--- config.mk ---
export PLATFORM = sky130hd
export DESIGN_NAME = seg_scan_ctrl
export DESIGN_NICKNAME = d
export VERILOG_FILES = /design/src/rtl/seg_scan_pkg.sv /design/src/rtl/seg_scan_ctrl_prescaler.sv /design/src/rtl/seg_scan_ctrl.sv
export SDC_FILE = /design/constraint.sdc
export NUM_CORES = 1
export LEC_CHECK = 0
export ABC_CLOCK_PERIOD_IN_PS = 3900
export BUFFER_PORTS_ARGS = -buffer_cell sky130_fd_sc_hd__buf_2
export CORE_AREA = 2 2 80 82
export CTS_CLUSTER_DIAMETER = 30
export DETAILED_ROUTE_END_ITERATION = 10
export DIE_AREA = 0 0 82 84
export GPL_ROUTABILITY_DRIVEN = 0
export PLACE_DENSITY = 0.68
export SLEW_MARGIN = 20
export SYNTH_ARGS = -nofsm -noshare
export SYNTH_HDL_FRONTEND = slang
export SYNTH_HIERARCHICAL = 1
export SYNTH_SLANG_ARGS = --single-unit
export TNS_END_PERCENT = 1
--- constraint.sdc ---
create_clock -name clk_50M -period 3.9 [get_ports clk_50M]
set_clock_uncertainty 0.2 [all_clocks]
set_input_delay 1.17 -clock clk_50M [delete_from_list [all_inputs] [get_ports clk_50M]]
set_output_delay 1.17 -clock clk_50M [all_outputs]
set_load 0.02 [all_outputs]
--- src/rtl/seg_scan_pkg.sv ---
// seg_scan_pkg
//   Shared definitions for the seven-segment scan controller:
//   - scan_state_e : SHOW (digit driven) / GUARD (all anodes off)
//   - clog2        : ceiling log2 with a floor of 1, used to size idx and
//                    prescaler registers
//   - DEF_NUM_DIGITS : default digit count
package seg_scan_pkg;

  typedef enum logic {
    SHOW  = 1'b0,
    GUARD = 1'b1
  } scan_state_e;

  localparam int DEF_NUM_DIGITS = 4;

  // Bits needed to hold values 0..n-1; never returns less than 1.
  function automatic int clog2(input int n);
    int r;
    r = 1;
    while ((1 << r) < n) r++;
    return r;
  endfunction

endpackage

--- src/rtl/seg_scan_ctrl_prescaler.sv ---
// scan_prescaler
//   Terminal-count counter. Counts 0..i_limit, flags o_tc while at i_limit,
//   and returns to 0 on i_clr (the owner clears it on every state change,
//   which coincides with o_tc).
// Ports
//   clk     in   board clock
//   rst     in   synchronous active-high reset
//   i_clr   in   synchronous clear (wins over counting)
//   i_limit in   W  terminal value, may change with the owner's state
//   o_cnt   out  W  current count
//   o_tc    out  1  count equals i_limit
module scan_prescaler #(
  parameter int W = 16
) (
  input  logic         clk,
  input  logic         rst,
  input  logic         i_clr,
  input  logic [W-1:0] i_limit,
  output logic [W-1:0] o_cnt,
  output logic         o_tc
);

  logic [W-1:0] r_cnt;

  always_ff @(posedge clk) begin
    if (rst || i_clr) begin
      r_cnt <= '0;
    end else begin
      r_cnt <= r_cnt + W'(1);
    end
  end

  assign o_cnt = r_cnt;
  assign o_tc  = (r_cnt == i_limit);

endmodule

--- src/rtl/seg_scan_ctrl.sv ---
// seg_scan_ctrl
//   Time-multiplexed scan controller feeding one shared seven-segment
//   decoder. Each digit is driven for SCAN_DIV cycles, followed by GUARD_CYC
//   cycles with all anodes off. New values are taken through a valid/ready
//   port into a shadow register and copied to the displayed register only at
//   frame boundaries, so a frame never shows a mix of old and new nibbles.
// Optional feature macro: LEADING_ZERO_BLANK_EN
//   When defined, leading-zero digits (all nibbles from i upward are zero,
//   i>0) keep their anode off during their slot. Timing is unchanged.
// Ports
//   clk_50M    in   board clock
//   rst        in   synchronous active-high reset
//   upd_valid  in   new display value offered
//   upd_ready  out  shadow free (= !pending)
//   upd_value  in   4*NUM_DIGITS, nibble i = digit i (digit 0 rightmost)
//   upd_dp     in   NUM_DIGITS decimal-point mask
//   digit_sel  out  NUM_DIGITS one-hot anode enable, zero = blank
//   nibble     out  4 value for the shared decoder
//   dp_out     out  decimal point for the selected digit
//   frame_done out  one-cycle pulse after each frame boundary
module seg_scan_ctrl
  import seg_scan_pkg::*;
#(
  parameter int NUM_DIGITS = DEF_NUM_DIGITS,
  parameter int SCAN_DIV   = 50000,
  parameter int GUARD_CYC  = 2
) (
  input  logic                    clk_50M,
  input  logic                    rst,
  input  logic                    upd_valid,
  output logic                    upd_ready,
  input  logic [4*NUM_DIGITS-1:0] upd_value,
  input  logic [NUM_DIGITS-1:0]   upd_dp,
  output logic [NUM_DIGITS-1:0]   digit_sel,
  output logic [3:0]              nibble,
  output logic                    dp_out,
  output logic                    frame_done
);

  localparam int IW = clog2(NUM_DIGITS);
  localparam int PW = clog2((SCAN_DIV > GUARD_CYC) ? SCAN_DIV : GUARD_CYC);

  scan_state_e             r_state;
  logic [IW-1:0]           r_idx;
  logic [4*NUM_DIGITS-1:0] r_active;
  logic [NUM_DIGITS-1:0]   r_active_dp;
  logic [4*NUM_DIGITS-1:0] r_shadow;
  logic [NUM_DIGITS-1:0]   r_shadow_dp;
  logic                    r_pending;
  logic [NUM_DIGITS-1:0]   r_digit_sel;
  logic [3:0]              r_nibble;
  logic                    r_dp_out;
  logic                    r_frame_done;

  logic [PW-1:0]           w_limit;
  logic [PW-1:0]           w_cnt;
  logic                    w_tc;
  logic                    w_last;
  logic                    w_boundary;
  logic                    w_xfer;
  logic [NUM_DIGITS-1:0]   w_blank;
  logic [NUM_DIGITS-1:0]   w_sel;

  assign w_limit = (r_state == SHOW) ? PW'(SCAN_DIV - 1) : PW'(GUARD_CYC - 1);

  // Single counter serves both states; it wraps exactly when the state flips.
  scan_prescaler #(
    .W(PW)
  ) u_prescaler (
    .clk     (clk_50M),
    .rst     (rst),
    .i_clr   (w_tc),
    .i_limit (w_limit),
    .o_cnt   (w_cnt),
    .o_tc    (w_tc)
  );

  assign w_last     = (r_idx == IW'(NUM_DIGITS - 1));
  assign w_boundary = (r_state == GUARD) && w_tc && w_last;
  assign w_xfer     = upd_valid && !r_pending;

`ifdef LEADING_ZERO_BLANK_EN
  // Scan from the most significant digit down; a digit is blank while every
  // nibble from it upward is zero. Digit 0 is never blanked.
  always_comb begin
    logic w_run;
    w_run   = 1'b1;
    w_blank = '0;
    for (int i = NUM_DIGITS - 1; i >= 0; i--) begin
      w_run = w_run && (r_active[4*i +: 4] == 4'd0);
      if (i != 0) w_blank[i] = w_run;
    end
  end
`else
  assign w_blank = '0;
`endif

  assign w_sel = w_blank[r_idx] ? '0 : (NUM_DIGITS'(1) << r_idx);

  // Scan FSM, index and registered display outputs
  always_ff @(posedge clk_50M) begin
    if (rst) begin
      r_state      <= SHOW;
      r_idx        <= '0;
      r_digit_sel  <= '0;
      r_nibble     <= '0;
      r_dp_out     <= 1'b0;
      r_frame_done <= 1'b0;
    end else begin
      r_frame_done <= w_boundary;
      if (r_state == SHOW) begin
        r_digit_sel <= w_sel;
        r_nibble    <= r_active[4*r_idx +: 4];
        r_dp_out    <= r_active_dp[r_idx];
        if (w_tc) r_state <= GUARD;
      end else begin
        // nibble/dp hold so the decoder input stays quiet while anodes are off
        r_digit_sel <= '0;
        if (w_tc) begin
          r_state <= SHOW;
          r_idx   <= w_last ? '0 : r_idx + IW'(1);
        end
      end
    end
  end

  // Update handshake: shadow capture and frame-aligned copy to active.
  // A transfer only happens while pending=0, so it can never collide with a
  // copy (which needs pending=1); a same-cycle boundary copies nothing.
  always_ff @(posedge clk_50M) begin
    if (rst) begin
      r_pending   <= 1'b0;
      r_shadow    <= '0;
      r_shadow_dp <= '0;
      r_active    <= '0;
      r_active_dp <= '0;
    end else if (w_xfer) begin
      r_shadow    <= upd_value;
      r_shadow_dp <= upd_dp;
      r_pending   <= 1'b1;
    end else if (w_boundary && r_pending) begin
      r_active    <= r_shadow;
      r_active_dp <= r_shadow_dp;
      r_pending   <= 1'b0;
    end
  end

  assign upd_ready  = !r_pending;
  assign digit_sel  = r_digit_sel;
  assign nibble     = r_nibble;
  assign dp_out     = r_dp_out;
  assign frame_done = r_frame_done;

endmodule

==> summary.txt, run 1 <==
STA
  • Pins Over Slew Limit: 0
  • Max Freq: 322.5 MHz
  • Final Critical Period: 3101 ps
  • Endpoints failing setup: 0
  • Final worst slack: 799.0 ps
  • RSZ-0062 raised after global routing: false
  • Slew HR: 52.74%
  • Final period util: 79.51%
  • Hold WS: 253.6 ps
  • Worst-margin pin slew: 708.8 ps
  • Final Hold Violating Endpoints: 0
  • Setup_tns: 0 ps

Logic synthesis
  • Mapped Area: 2905 um^2
  • Post-synth EDFFs: 0
  • Largest area contributor in the netlist: dfxtp_1
  • Prevailing post-synth register cell: dfxtp_1
  • Synth top area share: 48.23%
  • Syn Inst Count: 341
  • Yosys cell types: 34
  • Syn avg cell area: 8.520 um^2
  • Most common cell in the netlist: nand2_1
  • Largest cells by area after synthesis: dfxtp_1 (48%), nand2_1 (13%), a21oi_1 (9.0%)
  • Post-synth ARST share: 0%
  • #FFs+latches synth: 70
  • Sequential share of the synthesized area: 48.23%
  • Most instantiated cells after synthesis: nand2_1 (100), dfxtp_1 (70), a21oi_1 (52)
  • Synthesis warning total: 6

Power and ir drop
  • P per Cell Area: 440.4 nW/um^2
  • Pwr Total: 1.473 mW
  • Lkg Pwr: 1.231 nW
  • Maximum resistive drop on vdd: 0.3140 mV

Worst setup path
  • Crit. End Element: flop
  • Crit-path max FO: 21
  • Data required time at the worst endpoint: 3980 ps
  • WS Path Type: flop to flop
  • Worst setup SP type: flop
  • Path depth of the worst reg2reg path: 9
  • CP arrival: 3180 ps

Cells and area
  • N_diodes: 0
  • NumNets Final: 399
  • Fin area: 3344 um^2
  • Finished Core Util: 54.86%
  • Fillers: 588
  • Fin cells: 455
  • Fraction of layout cells with a size suffix above 1: 16.14%
  • Area grow syn2layout: 15.12%

Worst hold path
  • Hold path cells: 2
  • HP Class: flop to flop

Routing
  • Via count: 2329
  • Wire per inst: 12.40 um
  • Antenna viol nets, final: 0
  • DRT Wirelength: 5.643 mm
  • DR iter-0 viols: 63
  • Router iterations before antenna repair: 4
  • Residual DRC: 0
  • Via-per-instance ratio: 5.119

Floorplanning
  • I/O pins: 34
  • Num rows: 29
  • Core Box Area: 6096 um^2
  • Total die area: 6888 um^2
  • Die W: 82 um
  • Chip height: 84 um
  • Initial core utilization: 47.66%

Clock tree
  • Bufs on Longest Clock Path: 2
  • Hold_buf cts: 0
  • Root buf cell: clkbuf_8
  • Clk sinks: 70
  • Gates resized, CTS repair: 0
  • CTS tree: built
  • Clk slew on worst S/H paths: 70 ps
  • TritonCTS buffer count: 9
  • H-tree lvl count: 3
  • Clk Latency, worst-skew pair: 340 ps
  • Post-CTS setup repair buffer count: 0

Placement
  • Worst slack, placed: 777.3 ps
  • DP Area: 3112 um^2
  • Placed Cells: 439
  • Dpl hpwl: 3.881 mm
  • PortBufs: 33

GRT
  • Gr ovfl total: 0
  • Initial antenna violation count: 0
  • Largest net degree at the start of global routing: 43
  • Vias in the first global route: 2186
  • Total GRT Usage: 18.38%
  • First-pass GRT wire length: 9.729 mm

Outcome
  • Status: completed

Flow run
  • Total of max-cap violations: 0
## report_power, final
part	switching (mW)	internal [mW]	leakage, nW
Clock	0.265	0.399	0.117
Combinational	0.0390	0.0272	0.546
Sequential	0.0126	0.730	0.568
Total	0.317	1.16	1.23
## cells by family (layout without fill, tap and decap cells)
group           after synthesis  count (layout)  share of synthesized area, %
compound gates               59              59                         10.51
xor+xnor                     19              19                         5.728
fa+ha+maj                     3               3                         1.292
buf+inv                      26              57                         4.091
flops                        70              70                         48.23
mux                          11              11                         6.073
other cells                   2               8                        0.2585
simple gates                151             151                         23.82
## routing by layer
layer | routed length (um) | vias up | global-route usage, %
met5 | 0 | - | 0
met3 | 186 | 7 | 6.169
met4 | 72 | 0 | 5.000
met2 | 2873 | 30 | 31.71
met1 | 2510 | 1088 | 21.32
li1 | - | 1204 | -
## critical path, cell delays in order (launching register included)
cell,delay (ps)
dfxtp_1,530
inv_1,320
xnor2_1,230
nand4_1,100
nor4_1,280
buf_4,180
ha_1,250
and3_1,650
nand2_1,140
a21oi_1,140
## sequential cells by signal, summed over array words and instances, names as in the netlist, 2 cells and up
name	cells
r_shadow	16
u_prescaler/o_cnt	16
r_idx	2
r_active_dp	4
nibble	4
r_shadow_dp	4
r_active	16
digit_sel	4
## path summary, 6_finish.rpt
kind	startpoint	end	slack, ps
worst min register to register	r_active[14]	r_active[14]	250
worst max-delay path	r_state	r_active[15]	800
worst min-delay path	r_active[14]	r_active[14]	250
worst max register to register	r_state	r_active[15]	800
## layout by cell type (no fill, tap or decap), types with 3 or more instances in the layout
master / n
buf_4: 3
o31ai_1: 4
mux2i_1: 6
nand3_1: 5
conb_1: 8
nand4_1: 6
or3_1: 5
clkbuf_8: 11
dfxtp_1: 70
mux4_2: 4
o21ai_0: 3
nor4_1: 6
a21oi_1: 52
or4_1: 4
nand2_1: 100
xnor2_1: 17
inv_1: 5
nor2_1: 12
ha_1: 3
buf_2: 33
## final cells by class
type	count	area, um^2	area share, %
clock buffer	12	155.1	4.639
clock inverter	4	77.57	2.319
inverter	5	18.77	0.5612
multi-input combinational	251	1408	42.09
sequential	70	1401	41.90
tap	77	96.34	2.881
timing repair buffer	36	187.7	5.612
Power figures use the tool's default switching activity.
==> inputs of run 2 (changes only) <==
--- a/config.mk
+++ b/config.mk
@@ -5,14 +5,14 @@
 export SDC_FILE = /design/constraint.sdc
 export NUM_CORES = 1
 export LEC_CHECK = 0
-export ABC_CLOCK_PERIOD_IN_PS = 3900
+export ABC_CLOCK_PERIOD_IN_PS = 2760
 export BUFFER_PORTS_ARGS = -buffer_cell sky130_fd_sc_hd__buf_2
 export CORE_AREA = 2 2 80 82
 export CTS_CLUSTER_DIAMETER = 30
 export DETAILED_ROUTE_END_ITERATION = 10
 export DIE_AREA = 0 0 82 84
 export GPL_ROUTABILITY_DRIVEN = 0
-export PLACE_DENSITY = 0.68
+export PLACE_DENSITY = 0.71
 export SLEW_MARGIN = 20
 export SYNTH_ARGS = -nofsm -noshare
 export SYNTH_HDL_FRONTEND = slang
==> constraint.sdc (replaced) <==
create_clock -name clk_50M -period 2.76 [get_ports clk_50M]
set_clock_uncertainty 0.2 [all_clocks]
set_input_delay 0.828 -clock clk_50M [delete_from_list [all_inputs] [get_ports clk_50M]]
set_output_delay 0.828 -clock clk_50M [all_outputs]
set_load 0.02 [all_outputs]
==> summary.txt, run 2 (same netlist as run 1, synthesis figures left out) <==
Outcome
  • Status: completed

Worst setup path
  • CP Cell Sequence: clkinvlp_2 > xnor2_1 > nand4_1 > nor4_2 > ha_2 > and3_1 > buf_4 > nand2_1 > a21oi_1
  • WS Path Type: flop to flop
  • Largest stage delay, worst path: 410 ps
  • Worst setup SP type: flop
  • Crit. End Element: flop
  • Worst Path Buf+Inv: 2
  • CP arrival: 2600 ps
  • Data required time at the worst endpoint: 2830 ps
  • Crit-path max FO: 21
  • CP max stage cell: dfxtp_1
  • Top delay family on crit path: simple AND/OR/NAND/NOR gates

Placement
  • PortBufs: 33
  • Placed Cells: 442
  • Worst slack, placed: 94.55 ps
  • Dpl hpwl: 3.976 mm

Floorplanning
  • Die W: 82 um
  • Initial core utilization: 47.66%
  • Chip height: 84 um
  • Core Box Area: 6096 um^2
  • I/O pins: 34
  • Total die area: 6888 um^2
  • Num rows: 29

Routing
  • Router iterations before antenna repair: 4
  • Residual DRC: 0
  • DRT Wirelength: 5.811 mm
  • Via-per-instance ratio: 5.130
  • Metal1 wirelength: 2.549 mm
  • Met2 routed WL: 2.952 mm
  • Routed wl met3: 257 um
  • Top routing layer in use: met4
  • Antenna viol nets, final: 0
  • DR iter-0 viols: 101
  • Wire per inst: 12.61 um
  • Via count: 2365

Clock tree
  • Clk slew on worst S/H paths: 70 ps
  • TritonCTS buffer count: 9
  • Clk sinks: 70
  • Hold_buf cts: 0
  • Root buf cell: clkbuf_8
  • H-tree lvl count: 3
  • CTS tree: built
  • Clk Latency, worst-skew pair: 340 ps
  • Bufs on Longest Clock Path: 2

GRT
  • Gr ovfl total: 0
  • Vias in the first global route: 2218
  • Largest net degree at the start of global routing: 32
  • Initial antenna violation count: 0
  • Total GRT Usage: 18.43%
  • First-pass GRT wire length: 9.749 mm

STA
  • Final worst slack: 229.2 ps
  • Slew HR: 53.47%
  • Final Critical Period: 2531 ps
  • Final Hold Violating Endpoints: 0
  • Max Freq: 395.1 MHz
  • Pins Over Slew Limit: 0
  • Worst-margin pin slew: 697.9 ps
  • Hold WS: 250.9 ps
  • Endpoints failing setup: 0
  • Final period util: 91.70%
  • Setup_tns: 0 ps

Cells and area
  • Fin cells: 461
  • NumNets Final: 405
  • Area grow syn2layout: 15.85%
  • Most frequent cells in the layout: nand2_1 (100), dfxtp_1 (70), a21oi_1 (52)
  • Fillers: 565
  • Fraction of layout cells with a size suffix above 1: 18.49%
  • Finished Core Util: 55.21%
  • Most common cell after layout, fill and taps aside: nand2_1
  • N_diodes: 0

Power and ir drop
  • Lkg Pwr: 1.237 nW
  • P per Cell Area: 582.4 nW/um^2
  • Maximum resistive drop on vdd: 0.3690 mV

Flow run
  • Total of max-cap violations: 0

Worst hold path
  • HP Class: flop to flop
-- run 2: changes by cell type in the layout (fill, tap and decap cells not counted), sizes merged --
| cell | before | now |
|---|---|---|
| buf | 36 | 41 |
| bufinv | 2 | 1 |
| clkbuf | 12 | 10 |
| clkinv | 1 | 4 |
| clkinvlp | 0 | 3 |
| inv | 6 | 4 |
-- run 2: area by class of cell --
class / count / area [um^2] / share of cell area, %
Multi-Input combinational cell: 251 / 1416 / 42.08
Sequential cell: 70 / 1401 / 41.64
Timing Repair Buffer: 41 / 225.2 / 6.691
Clock buffer: 10 / 137.6 / 4.089
Tap cell: 77 / 96.34 / 2.862
Clock inverter: 6 / 61.31 / 1.822
Inverter: 5 / 22.52 / 0.6691
Timing Repair inverter: 1 / 5.005 / 0.1487
-- run 2: power by group --
part	leakage [nW]	internal, mW	total (mW)	switching [mW]
sequential	0.568	1.03	1.05	0.0184
clock	0.102	0.438	0.817	0.379
combinational	0.566	0.0384	0.0932	0.0548
-- run 2: path summary, 6_finish.rpt --
check | slack [ps] | start | endpoint | cells after the start
worst max-delay path | 230 | r_state | r_active[2] | 9
worst min-delay path | 250 | r_active_dp[1] | r_active_dp[1] | 2
worst max register to register | 230 | r_state | r_active[2] | 9
worst min register to register | 250 | r_active_dp[1] | r_active_dp[1] | 2
-- run 2: what timing repair did --
action,in CTS,in global routing
buffers inserted,0,2
endpoints found under the setup margin,0,21
resized for setup,0,3
endpoints found under the hold margin,0,0
-- run 2: worst min-delay path: cells and delay by family (launching register included) --
| kind | cells | cell delay [ps] |
|---|---|---|
| flops | 1 | 310 |
| compound gates | 1 | 50 |
| simple gates | 1 | 50 |
-- run 2: metrics by stage --
step                area [um^2]  power (mW)
floorplan                  2928       1.134
global placement           3134       1.164
detailed placement         3134       1.167
CTS                        3333       1.976
global route               3366       2.048
finish                     3366       1.960
-- run 2: metal layers --
metal / vias up / track usage, %
li1: 1221 / -
met1: 1096 / 21.97
met2: 43 / 30.38
met3: 5 / 6.602
met4: 0 / 6.061
met5: - / 0
